==> src/rtl/seg7_pkg.sv <==
// Shared definitions for the 7-segment display scanner.
// Holds the segment bit positions of the active-low seg_n bus and the
// hex-digit-to-segment table.
package seg7_pkg;

  // Segment bit positions within seg_n: [6:0] = g..a, [7] = decimal point.
  localparam int unsigned SEG_A  = 0;
  localparam int unsigned SEG_B  = 1;
  localparam int unsigned SEG_C  = 2;
  localparam int unsigned SEG_D  = 3;
  localparam int unsigned SEG_E  = 4;
  localparam int unsigned SEG_F  = 5;
  localparam int unsigned SEG_G  = 6;
  localparam int unsigned SEG_DP = 7;
  localparam int unsigned SEG_W  = 8;

  // Active-low g..a pattern for a hex nibble (A-F shown as A,b,C,d,E,F).
  function automatic logic [6:0] hex_to_seg_n(input logic [3:0] nib);
    logic [6:0] s;
    case (nib)
      4'h0:    s = 7'h40;
      4'h1:    s = 7'h79;
      4'h2:    s = 7'h24;
      4'h3:    s = 7'h30;
      4'h4:    s = 7'h19;
      4'h5:    s = 7'h12;
      4'h6:    s = 7'h02;
      4'h7:    s = 7'h78;
      4'h8:    s = 7'h00;
      4'h9:    s = 7'h10;
      4'hA:    s = 7'h08;
      4'hB:    s = 7'h03;
      4'hC:    s = 7'h46;
      4'hD:    s = 7'h21;
      4'hE:    s = 7'h06;
      default: s = 7'h0E;
    endcase
    return s;
  endfunction

endpackage

==> src/rtl/seg7_dec.sv <==
// Combinational hex decoder for one display digit.
// Ports:
//   nibble - hex value to show
//   dp     - decimal point, 1 = lit
//   blank  - force segments g..a off (decimal point unaffected)
//   seg_n  - active-low segment bus, [6:0] = g..a, [7] = dp
module seg7_dec
  import seg7_pkg::*;
(
  input  logic [3:0]       nibble,
  input  logic             dp,
  input  logic             blank,
  output logic [SEG_W-1:0] seg_n
);

  always_comb begin
    seg_n = '1;
    if (!blank) begin
      seg_n[SEG_G:SEG_A] = hex_to_seg_n(nibble);
    end
    seg_n[SEG_DP] = ~dp;
  end

endmodule

==> src/rtl/seg7_scan.sv <==
// Multiplexed multi-digit 7-segment display scanner with tear-free updates,
// leading-zero blanking and PWM brightness control.
// Ports:
//   clk, rst    - clock; synchronous active-high reset
//   number      - hex nibbles, nibble i drives digit i (digit 0 = LSD)
//   dot         - decimal point per digit, 1 = lit
//   blank_lz    - leading-zero blanking enable
//   upd         - one-cycle request to load number/dot/blank_lz at next frame
//   brightness  - PWM duty level, all ones = full on
//   sel_n       - active-low digit enables (registered)
//   seg_n       - active-low segments, [6:0] = g..a, [7] = dp (registered)
//   frame_tick  - high during the frame-boundary cycle (registered)
module seg7_scan
  import seg7_pkg::*;
#(
  parameter int unsigned DIGITS   = 4,
  parameter int unsigned PRESCALE = 12500,
  parameter int unsigned DIM_BITS = 3
) (
  input  logic                  clk,
  input  logic                  rst,
  input  logic [4*DIGITS-1:0]   number,
  input  logic [DIGITS-1:0]     dot,
  input  logic                  blank_lz,
  input  logic                  upd,
  input  logic [DIM_BITS-1:0]   brightness,
  output logic [DIGITS-1:0]     sel_n,
  output logic [SEG_W-1:0]      seg_n,
  output logic                  frame_tick
);

  localparam int unsigned NUM_W = 4 * DIGITS;
  localparam int unsigned PRE_W = (PRESCALE > 1) ? $clog2(PRESCALE) : 1;
  localparam int unsigned IDX_W = (DIGITS > 1) ? $clog2(DIGITS) : 1;

  localparam logic [PRE_W-1:0] PRE_LAST = PRE_W'(PRESCALE - 1);
  localparam logic [IDX_W-1:0] IDX_LAST = IDX_W'(DIGITS - 1);

  logic [PRE_W-1:0]    pre_q,   pre_d;
  logic [IDX_W-1:0]    idx_q,   idx_d;
  logic [DIM_BITS-1:0] pwm_q,   pwm_d;
  logic                pend_q,  pend_d;
  logic [NUM_W-1:0]    num_q,   num_d;
  logic [DIGITS-1:0]   dot_q,   dot_d;
  logic                blz_q,   blz_d;
  logic [DIGITS-1:0]   sel_n_q, sel_n_d;
  logic [SEG_W-1:0]    seg_n_q, seg_n_d;
  logic                frame_q, frame_d;

  logic                slot_tick;
  logic                boundary;
  logic                capture;
  logic [DIGITS-1:0]   lz;
  logic [3:0]          cur_nib;
  logic                cur_dp;
  logic                cur_blank;
  logic [SEG_W-1:0]    dec_seg_n;

  // lz[i] = all shadow nibbles from i up to the top digit are zero.
  always_comb begin
    logic all_zero;
    all_zero = 1'b1;
    lz       = '0;
    for (int i = int'(DIGITS) - 1; i >= 0; i--) begin
      all_zero = all_zero && (num_q[4*i +: 4] == 4'h0);
      lz[i]    = all_zero;
    end
  end

  // Current digit fields, taken from the shadows only; digit 0 is never blanked.
  always_comb begin
    cur_nib   = num_q[4*int'(idx_q) +: 4];
    cur_dp    = dot_q[idx_q];
    cur_blank = blz_q && (idx_q != '0) && lz[idx_q];
  end

  seg7_dec u_dec (
    .nibble (cur_nib),
    .dp     (cur_dp),
    .blank  (cur_blank),
    .seg_n  (dec_seg_n)
  );

  // Next-state logic for the scan timebase, shadows and output registers.
  always_comb begin
    slot_tick = (pre_q == PRE_LAST);
    boundary  = slot_tick && (idx_q == IDX_LAST);

    pre_d = slot_tick ? '0 : pre_q + PRE_W'(1);

    idx_d = idx_q;
    if (slot_tick) begin
      idx_d = (idx_q == IDX_LAST) ? '0 : idx_q + IDX_W'(1);
    end

    pwm_d = slot_tick ? '0 : pwm_q + DIM_BITS'(1);

    // An upd on the boundary cycle itself is captured immediately.
    capture = boundary && (pend_q || upd);
    pend_d  = boundary ? 1'b0 : (pend_q || upd);

    num_d = capture ? number   : num_q;
    dot_d = capture ? dot      : dot_q;
    blz_d = capture ? blank_lz : blz_q;

    // Registered so that it is high during the boundary cycle itself.
    frame_d = (pre_d == PRE_LAST) && (idx_d == IDX_LAST);

    sel_n_d = '1;
    if (pwm_q <= brightness) begin
      sel_n_d[idx_q] = 1'b0;
    end
    seg_n_d = dec_seg_n;
  end

  always_ff @(posedge clk) begin
    if (rst) begin
      pre_q   <= '0;
      idx_q   <= '0;
      pwm_q   <= '0;
      pend_q  <= 1'b0;
      num_q   <= '0;
      dot_q   <= '0;
      blz_q   <= 1'b0;
      sel_n_q <= '1;
      seg_n_q <= '1;
      frame_q <= 1'b0;
    end else begin
      pre_q   <= pre_d;
      idx_q   <= idx_d;
      pwm_q   <= pwm_d;
      pend_q  <= pend_d;
      num_q   <= num_d;
      dot_q   <= dot_d;
      blz_q   <= blz_d;
      sel_n_q <= sel_n_d;
      seg_n_q <= seg_n_d;
      frame_q <= frame_d;
    end
  end

  assign sel_n      = sel_n_q;
  assign seg_n      = seg_n_q;
  assign frame_tick = frame_q;

endmodule

==> config.mk <==
export PLATFORM = sky130hd
export DESIGN_NAME = seg7_scan
export DESIGN_NICKNAME = d
export VERILOG_FILES = /design/src/rtl/seg7_pkg.sv /design/src/rtl/seg7_dec.sv /design/src/rtl/seg7_scan.sv
export SDC_FILE = /design/constraint.sdc
export NUM_CORES = 1
export LEC_CHECK = 0
export CAP_MARGIN = 40
export CORE_MARGIN = 2
export CORE_UTILIZATION = 45
export CTS_CLUSTER_DIAMETER = 50
export DETAILED_ROUTE_END_ITERATION = 8
export HOLD_SLACK_MARGIN = 0.06
export PLACE_DENSITY = 0.67
export SYNTH_ARGS = -nofsm -noshare
export SYNTH_HDL_FRONTEND = slang
export SYNTH_SLANG_ARGS = --single-unit
==> constraint.sdc <==
create_clock -name clk -period 4.19 [get_ports clk]
set_clock_uncertainty 0.1 [all_clocks]
set_input_delay 0.6285 -clock clk [delete_from_list [all_inputs] [get_ports clk]]
set_output_delay 0.6285 -clock clk [all_outputs]
set_load 0.05 [all_outputs]
==> impl_metrics.json <==
{
  "status": "finished clean",
  "power_density_nw_per_um2": 303,
  "synth_top_area_share": 0.419,
  "cts_buffers": 5,
  "grt_pass1_wl_um": 8530,
  "gp_congestion": 0.825,
  "synth_compound_area_frac": 0.0916,
  "synthXorXnorAreaFrac": 0.0305,
  "cp_data_required_time_ns": 4.30,
  "synth.area.top_cells": "dfxtp_1 (42%), mux2i_1 (8.5%), ha_1 (7.3%), nor2_1 (5.5%), mux4_2 (5.2%)",
  "cts.sinks": 54,
  "final_layout_size_suffix_gt1_frac": 0.0782,
  "max_freq_ghz": 0.380,
  "start_util": 0.466,
  "peakVddDrop_mv": 0.153,
  "p_leak_nw": 1.26,
  "die-area_um2": 6360,
  "vias": 2024,
  "relSlewSlack": 0.548,
  "hold_slack_ns": 0.360,
  "syn_inst": 271,
  "post-dp-hpwl_um": 3870,
  "io_pins": 40,
  "wirelength_um": 5240,
  "drv_slew": 0,
  "synthAdderAreaFrac": 0.0727,
  "cp_max_fo": 11,
  "finalWorstSetupSlack_ns": 1.56,
  "grt_max_degree": 31,
  "path_clk_slew_ns": 0.10,
  "final_nets": 349,
  "globalRouteTotalUtil": 0.173,
  "netlist_area_um2": 2580,
  "fp.dieH_um": 79.8,
  "vias_per_cell": 5.34,
  "fin_crit_sh": 0.628,
  "antenna_found_initial": 0,
  "fp-row-count": 27,
  "end_kind": "register",
  "syn_to_final_growth_pct": 21.3,
  "setup_viol": 0,
  "drt-pass1-iter-count": 4,
  "layout.cells.non_filler": 379,
  "cp.arrival_ns": 2.74,
  "dp_cells": 372,
  "synth_top_cell_by_area": "dfxtp_1",
  "clockBufferDepth": 2,
  "syn_avg_cell_area_um2": 9.53,
  "drcViolationCount": 0,
  "hold_path_class": "reg2reg",
  "synthSimpleGateAreaFrac": 0.210,
  "overflow": 0,
  "crit_type": "reg2reg",
  "ctsResizeCount": 0,
  "cts_tree": "yes",
  "die-width_um": 79.8,
  "cts_setup_buffers": 0,
  "cap_violations": 0,
  "synth_top_family_by_area": "simple AND/OR/NAND/NOR gates",
  "hold_buffers": 0,
  "dr.first_iter.drc_count": 113,
  "antennaDiodeCount": 0,
  "yosysSeqAreaShare": 0.419,
  "critPathLaunchType": "register",
  "htree_levels": 2,
  "grt_pass1_vias": 1791,
  "synthMuxAreaShare": 0.138,
  "clock_latency_ns": 0.31,
  "ant_nets": 0,
  "yosys.cell_types.count": 41,
  "ys_ff_latch": 54,
  "cts-root-buf": "clkbuf_8",
  "fp.coreArea_um2": 5540,
  "dpl_worst_slack_ns": 1.57,
  "final_hold_viol_count": 0,
  "fin_tns_setup_ns": 0,
  "fin_crit_ns": 2.63,
  "ys_warn_count": 0,
  "worstMarginPinSlew_ns": 0.670,
  "port_buffers": 39,
  "r2r_setup_slack_ns": 1.56,
  "drt-wirelength-per-cell_um": 13.8,
  "synth_nets": 313,
  "rsz0062_at_grt": "false"
}
## critical path: stages, from the launching register on
cell and delay (ns):
dfxtp_1 0.67, mux4_2 0.64, inv_1 0.15, ha_1 0.17
inv_1 0.05, mux4_2 0.44, or3_1 0.30
## state kept, by name, indices dropped and copies added (netlist names), 2 cells and up
register / flops
dot_q: 4
idx_q: 2
num_q: 16
pre_q: 14
pwm_q: 3
seg_n: 8
sel_n: 4
## cell usage after synthesis
cell	instances
dfxtp_1	54
o211ai_1	3
o21ai_0	9
and4b_1	1
o22ai_1	2
ha_1	15
a2111oi_0	1
or4_4	1
mux4_2	6
nand4bb_1	1
o41ai_2	1
nand3b_1	3
or2_2	1
o221ai_1	2
or4b_4	1
inv_1	11
a21oi_1	14
xor2_1	3
nor2b_1	3
a211oi_2	1
xnor2_1	6
nand4_1	3
nor4_1	8
buf_6	1
nor3_1	3
a211oi_1	3
nor3_2	1
and3_1	2
nor2_1	38
or4_1	1
nand2_1	17
o2111ai_1	1
or3_1	6
nor4_2	1
nand2b_1	2
and4_1	1
or3b_4	1
mux2i_1	22
clkbuf_1	9
buf_2	3
nand3_1	9
## cells by family (layout without fill, tap and decap cells)
kind of cell | after synthesis | in the layout
AO/OA/AOI/OAI | 37 | 37
flip-flops | 54 | 54
XOR/XNOR | 9 | 9
adder cells (fa/ha/maj) | 15 | 15
buffers and inverters | 24 | 60
AND/OR/NAND/NOR | 104 | 104
multiplexers | 28 | 28
## power breakdown
group          internal, mW  leakage, nW  total (mW)  switching (mW)
registers             0.523        0.439       0.528         0.00572
logic                0.0412        0.767      0.0798          0.0386
clock network         0.176       0.0542       0.341           0.165
## final cells by class
class / count / area [µm²]
clock buffers: 5 / 68.8
well taps: 72 / 90.1
repair buffers: 42 / 413
flip-flops and latches: 54 / 1080
multi-input cells: 193 / 1400
clock inverters: 2 / 38.8
fillers: 501 / 2410
inverters: 11 / 41.3
## stage by stage
step	util	total power, mW	cell area [µm²]
2_1_floorplan	-	0.580	2580
3_3_place_gp	0.546	0.620	3030
3_5_place_dp	0.546	0.621	3030
4_1_cts	0.565	0.962	3130
5_1_grt	0.565	0.985	3130
6_report	0.565	0.949	3130
## routing by layer
layer / share of wire / wire length, µm / global-route usage / vias to the layer above
li1: - / - / - / 1033
met1: 0.51 / 2660 / 0.257 / 928
met3: 0.049 / 258 / 0.0407 / 9
met4: 0.016 / 85 / 0.0678 / 0
met5: 0 / 0 / 0 / -
met2: 0.43 / 2240 / 0.239 / 54
## final timing paths
check / end / startpoint / cells past startpoint
worst max register to register: seg_n[3]$_SDFF_PP1_ / idx_q[0]$_SDFF_PP0_ / 6
worst min register to register: pwm_q[0]$_SDFF_PP0_ / pwm_q[0]$_SDFF_PP0_ / 1
worst max-delay path: seg_n[3]$_SDFF_PP1_ / idx_q[0]$_SDFF_PP0_ / 6
worst min-delay path: pwm_q[0]$_SDFF_PP0_ / pwm_q[0]$_SDFF_PP0_ / 1
## layout by cell type, fill, tap and decap left out, types with 5 or more instances in the layout
cell | synthesis | final
inv_1 | 11 | 11
clkbuf_8 | 0 | 5
a21oi_1 | 14 | 14
nor4_1 | 8 | 8
nand3_1 | 9 | 9
nor2_1 | 38 | 38
dfxtp_1 | 54 | 54
mux4_2 | 6 | 6
clkdlybuf4s50_1 | 0 | 39
xnor2_1 | 6 | 6
nand2_1 | 17 | 17
or3_1 | 6 | 6
mux2i_1 | 22 | 22
o21ai_0 | 9 | 9
ha_1 | 15 | 15
(Power assumes the default switching activity.)
==> RTL edit: new RTL, same settings <==
`DIGITS`: 4 -> 2.
--- a/src/rtl/seg7_scan.sv
+++ b/src/rtl/seg7_scan.sv
@@ -14,5 +14,5 @@
   import seg7_pkg::*;
 #(
-  parameter int unsigned DIGITS   = 4,
+  parameter int unsigned DIGITS   = 2,
   parameter int unsigned PRESCALE = 12500,
   parameter int unsigned DIM_BITS = 3
Interface: changed (resized dot, number and sel_n); port bits go from 40 to 28. No check against the original RTL was run, so the function may have changed too.
==> RTL edit against the unedited design <==
- total power shrank 23%
- largest power group unchanged
- core utilization shrank 1.9 points
- wire length shrank 31%
- sequential cell count shrank 13
- synthesized area shrank 24%
- sequential power shrank 23%
- design area shrank 26%
- highest routed layer unchanged
- worst setup slack gained 0.019 ns
==> RTL edit: results (changes against the unedited design) <==
[layout]
largest_reg_flops=14  ; was 16
fin_nets=277  ; was 349
regMostFlops=pre_q  ; was num_q
fillers=427  ; was 501
drive_gt1_share_pct=8.03  ; was 7.82%

[synthesis]
yosysSeqAreaShare_pct=41.8  ; was 41.9%
postSynthNetCount=252  ; was 313
synth_area_leaders=dfxtp_1 42%, ha_1 7.6%, nand2_1 5.5%, a21oi_1 4.3%, nor2_1 3.4%  ; was dfxtp_1 42%, mux2i_1 8.5%, ha_1 7.3%, nor2_1 5.5%, mux4_2 5.2%
synth-seq-cells=41  ; was 54

[drt]
wire_per_inst_um=11.9  ; was 13.8 µm
drtIter0Drc=90  ; was 113
via_count=1527  ; was 2,024

[critical_path]
cp_data_required_time_ns=4.31  ; was 4.30 ns
critPathMaxStageDelay_ns=0.56  ; was 0.67 ns
reg2reg_slack_ns=1.58  ; was 1.56 ns
reg2regPathDepth=7  ; was 6
critPathSlowestCell=or4_1  ; was dfxtp_1
r2r_end=num_q[6]  ; was seg_n[3]
reg2reg_from=pre_q[10]  ; was idx_q[0]

[power_and_ir_drop]
switchingPower_mw=0.183  ; was 0.210 mW
p_leak_nw=0.862  ; was 1.26 nW
vdd_drop_max_mv=0.195  ; was 0.153 mV

[global_route]
grt_pass1_wl_um=6460  ; was 8530 µm
grt_max_degree=21  ; was 31
gr-usage-all-layers_pct=16.5  ; was 17.3%

[placed_design]
hpwl_um=2500  ; was 3870 µm
gp_congestion=0.842  ; was 0.825
port_buffers=27  ; was 39

[clocking]
cts.clk_slew.worst_paths_ns=0.08  ; was 0.10 ns

[status]
status=finished clean  ; unchanged

[timing]
worst_slew_pin_slew_ns=0.816  ; was 0.670 ns

-- RTL edit: cell types whose count changed in the layout (fill, tap and decap cells not counted), sizes merged, moves of 4 or more --
cell / change
mux2i: -16
nor2: -16
dfxtp: -13
clkdlybuf4s50: -12
nand2: +12
or3: -6
mux4: -5
nand2b: +5
nor4: -4
o21ai: -4
-- RTL edit: worst min path at each step --
stage	startpoint	endpoint	slack [ns]	cells after the start
after floorplan	pwm_q[0]	pwm_q[0]	0.33	1
final	pwm_q[0]	pwm_q[0]	0.35	1
after CTS	pwm_q[0]	pwm_q[0]	0.36	1
after global placement	pwm_q[0]	pwm_q[0]	0.34	1
after detailed placement	pwm_q[0]	pwm_q[0]	0.34	1
after global routing	pwm_q[0]	pwm_q[0]	0.38	1
-- RTL edit: power groups by stage --
stage | registers [mW] | logic [mW] | clock network [mW]
global route | 0.407 | 0.0759 | 0.279
CTS | 0.406 | 0.0690 | 0.265
global placement | 0.415 | 0.0683 | 0
floorplan | 0.429 | 0.0281 | 0
detailed placement | 0.415 | 0.0685 | 0
finish | 0.405 | 0.0678 | 0.255
-- RTL edit: final cells by class --
cell class              instances  share of cell area (%)
clock buffers                   5                    2.95
clock inverters                 3                   0.751
inverters                       9                    1.45
multi-input cells             163                    44.9
flip-flops and latches         41                    35.2
well taps                      52                    2.79
repair buffers                 28                    11.9
-- RTL edit: cell families (layout without fill, tap and decap cells) --
| logic type | count (synthesis) | count (layout) | synth area share (%) |
|---|---|---|---|
| AOI/OAI and AO/OA | 33 | 33 | 9.87 |
| xor gates and xnor gates | 12 | 12 | 5.35 |
| adders and majority gates | 12 | 12 | 7.64 |
| buffers and inverters | 19 | 45 | 4.90 |
| DFF | 41 | 41 | 41.8 |
| muxes | 8 | 8 | 4.78 |
| and+or+nand+nor | 98 | 98 | 25.7 |
-- RTL edit: per-layer routing --
metal | wire [µm] | global-route usage (%) | vias to the layer above
met1 | 1790 | 21.1 | 676
met3 | 164 | 3.90 | 6
met2 | 1570 | 26.1 | 26
met5 | 0 | 0 | -
met4 | 70 | 7.69 | 0
li1 | - | - | 819
-- RTL edit: through the flow --
step | cell area (µm²) | setup WS (ns) | cells | total power [mW]
floorplan | 1960 | 1.94 | 223 | 0.457
global placement | 2240 | 1.61 | 292 | 0.483
detailed placement | 2240 | 1.59 | 293 | 0.483
CTS | 2330 | 1.57 | 301 | 0.739
global route | 2330 | 1.30 | 301 | 0.761
finish | 2330 | 1.58 | 301 | 0.729
-- RTL edit: critical path, delay by kind of cell, from the launching register on --
kind                     cells  cell delay, ns
AND/OR/NAND/NOR              5            1.77
adder cells (fa/ha/maj)      1            0.17
AO/OA/AOI/OAI                1            0.14
flip-flops                   1            0.36
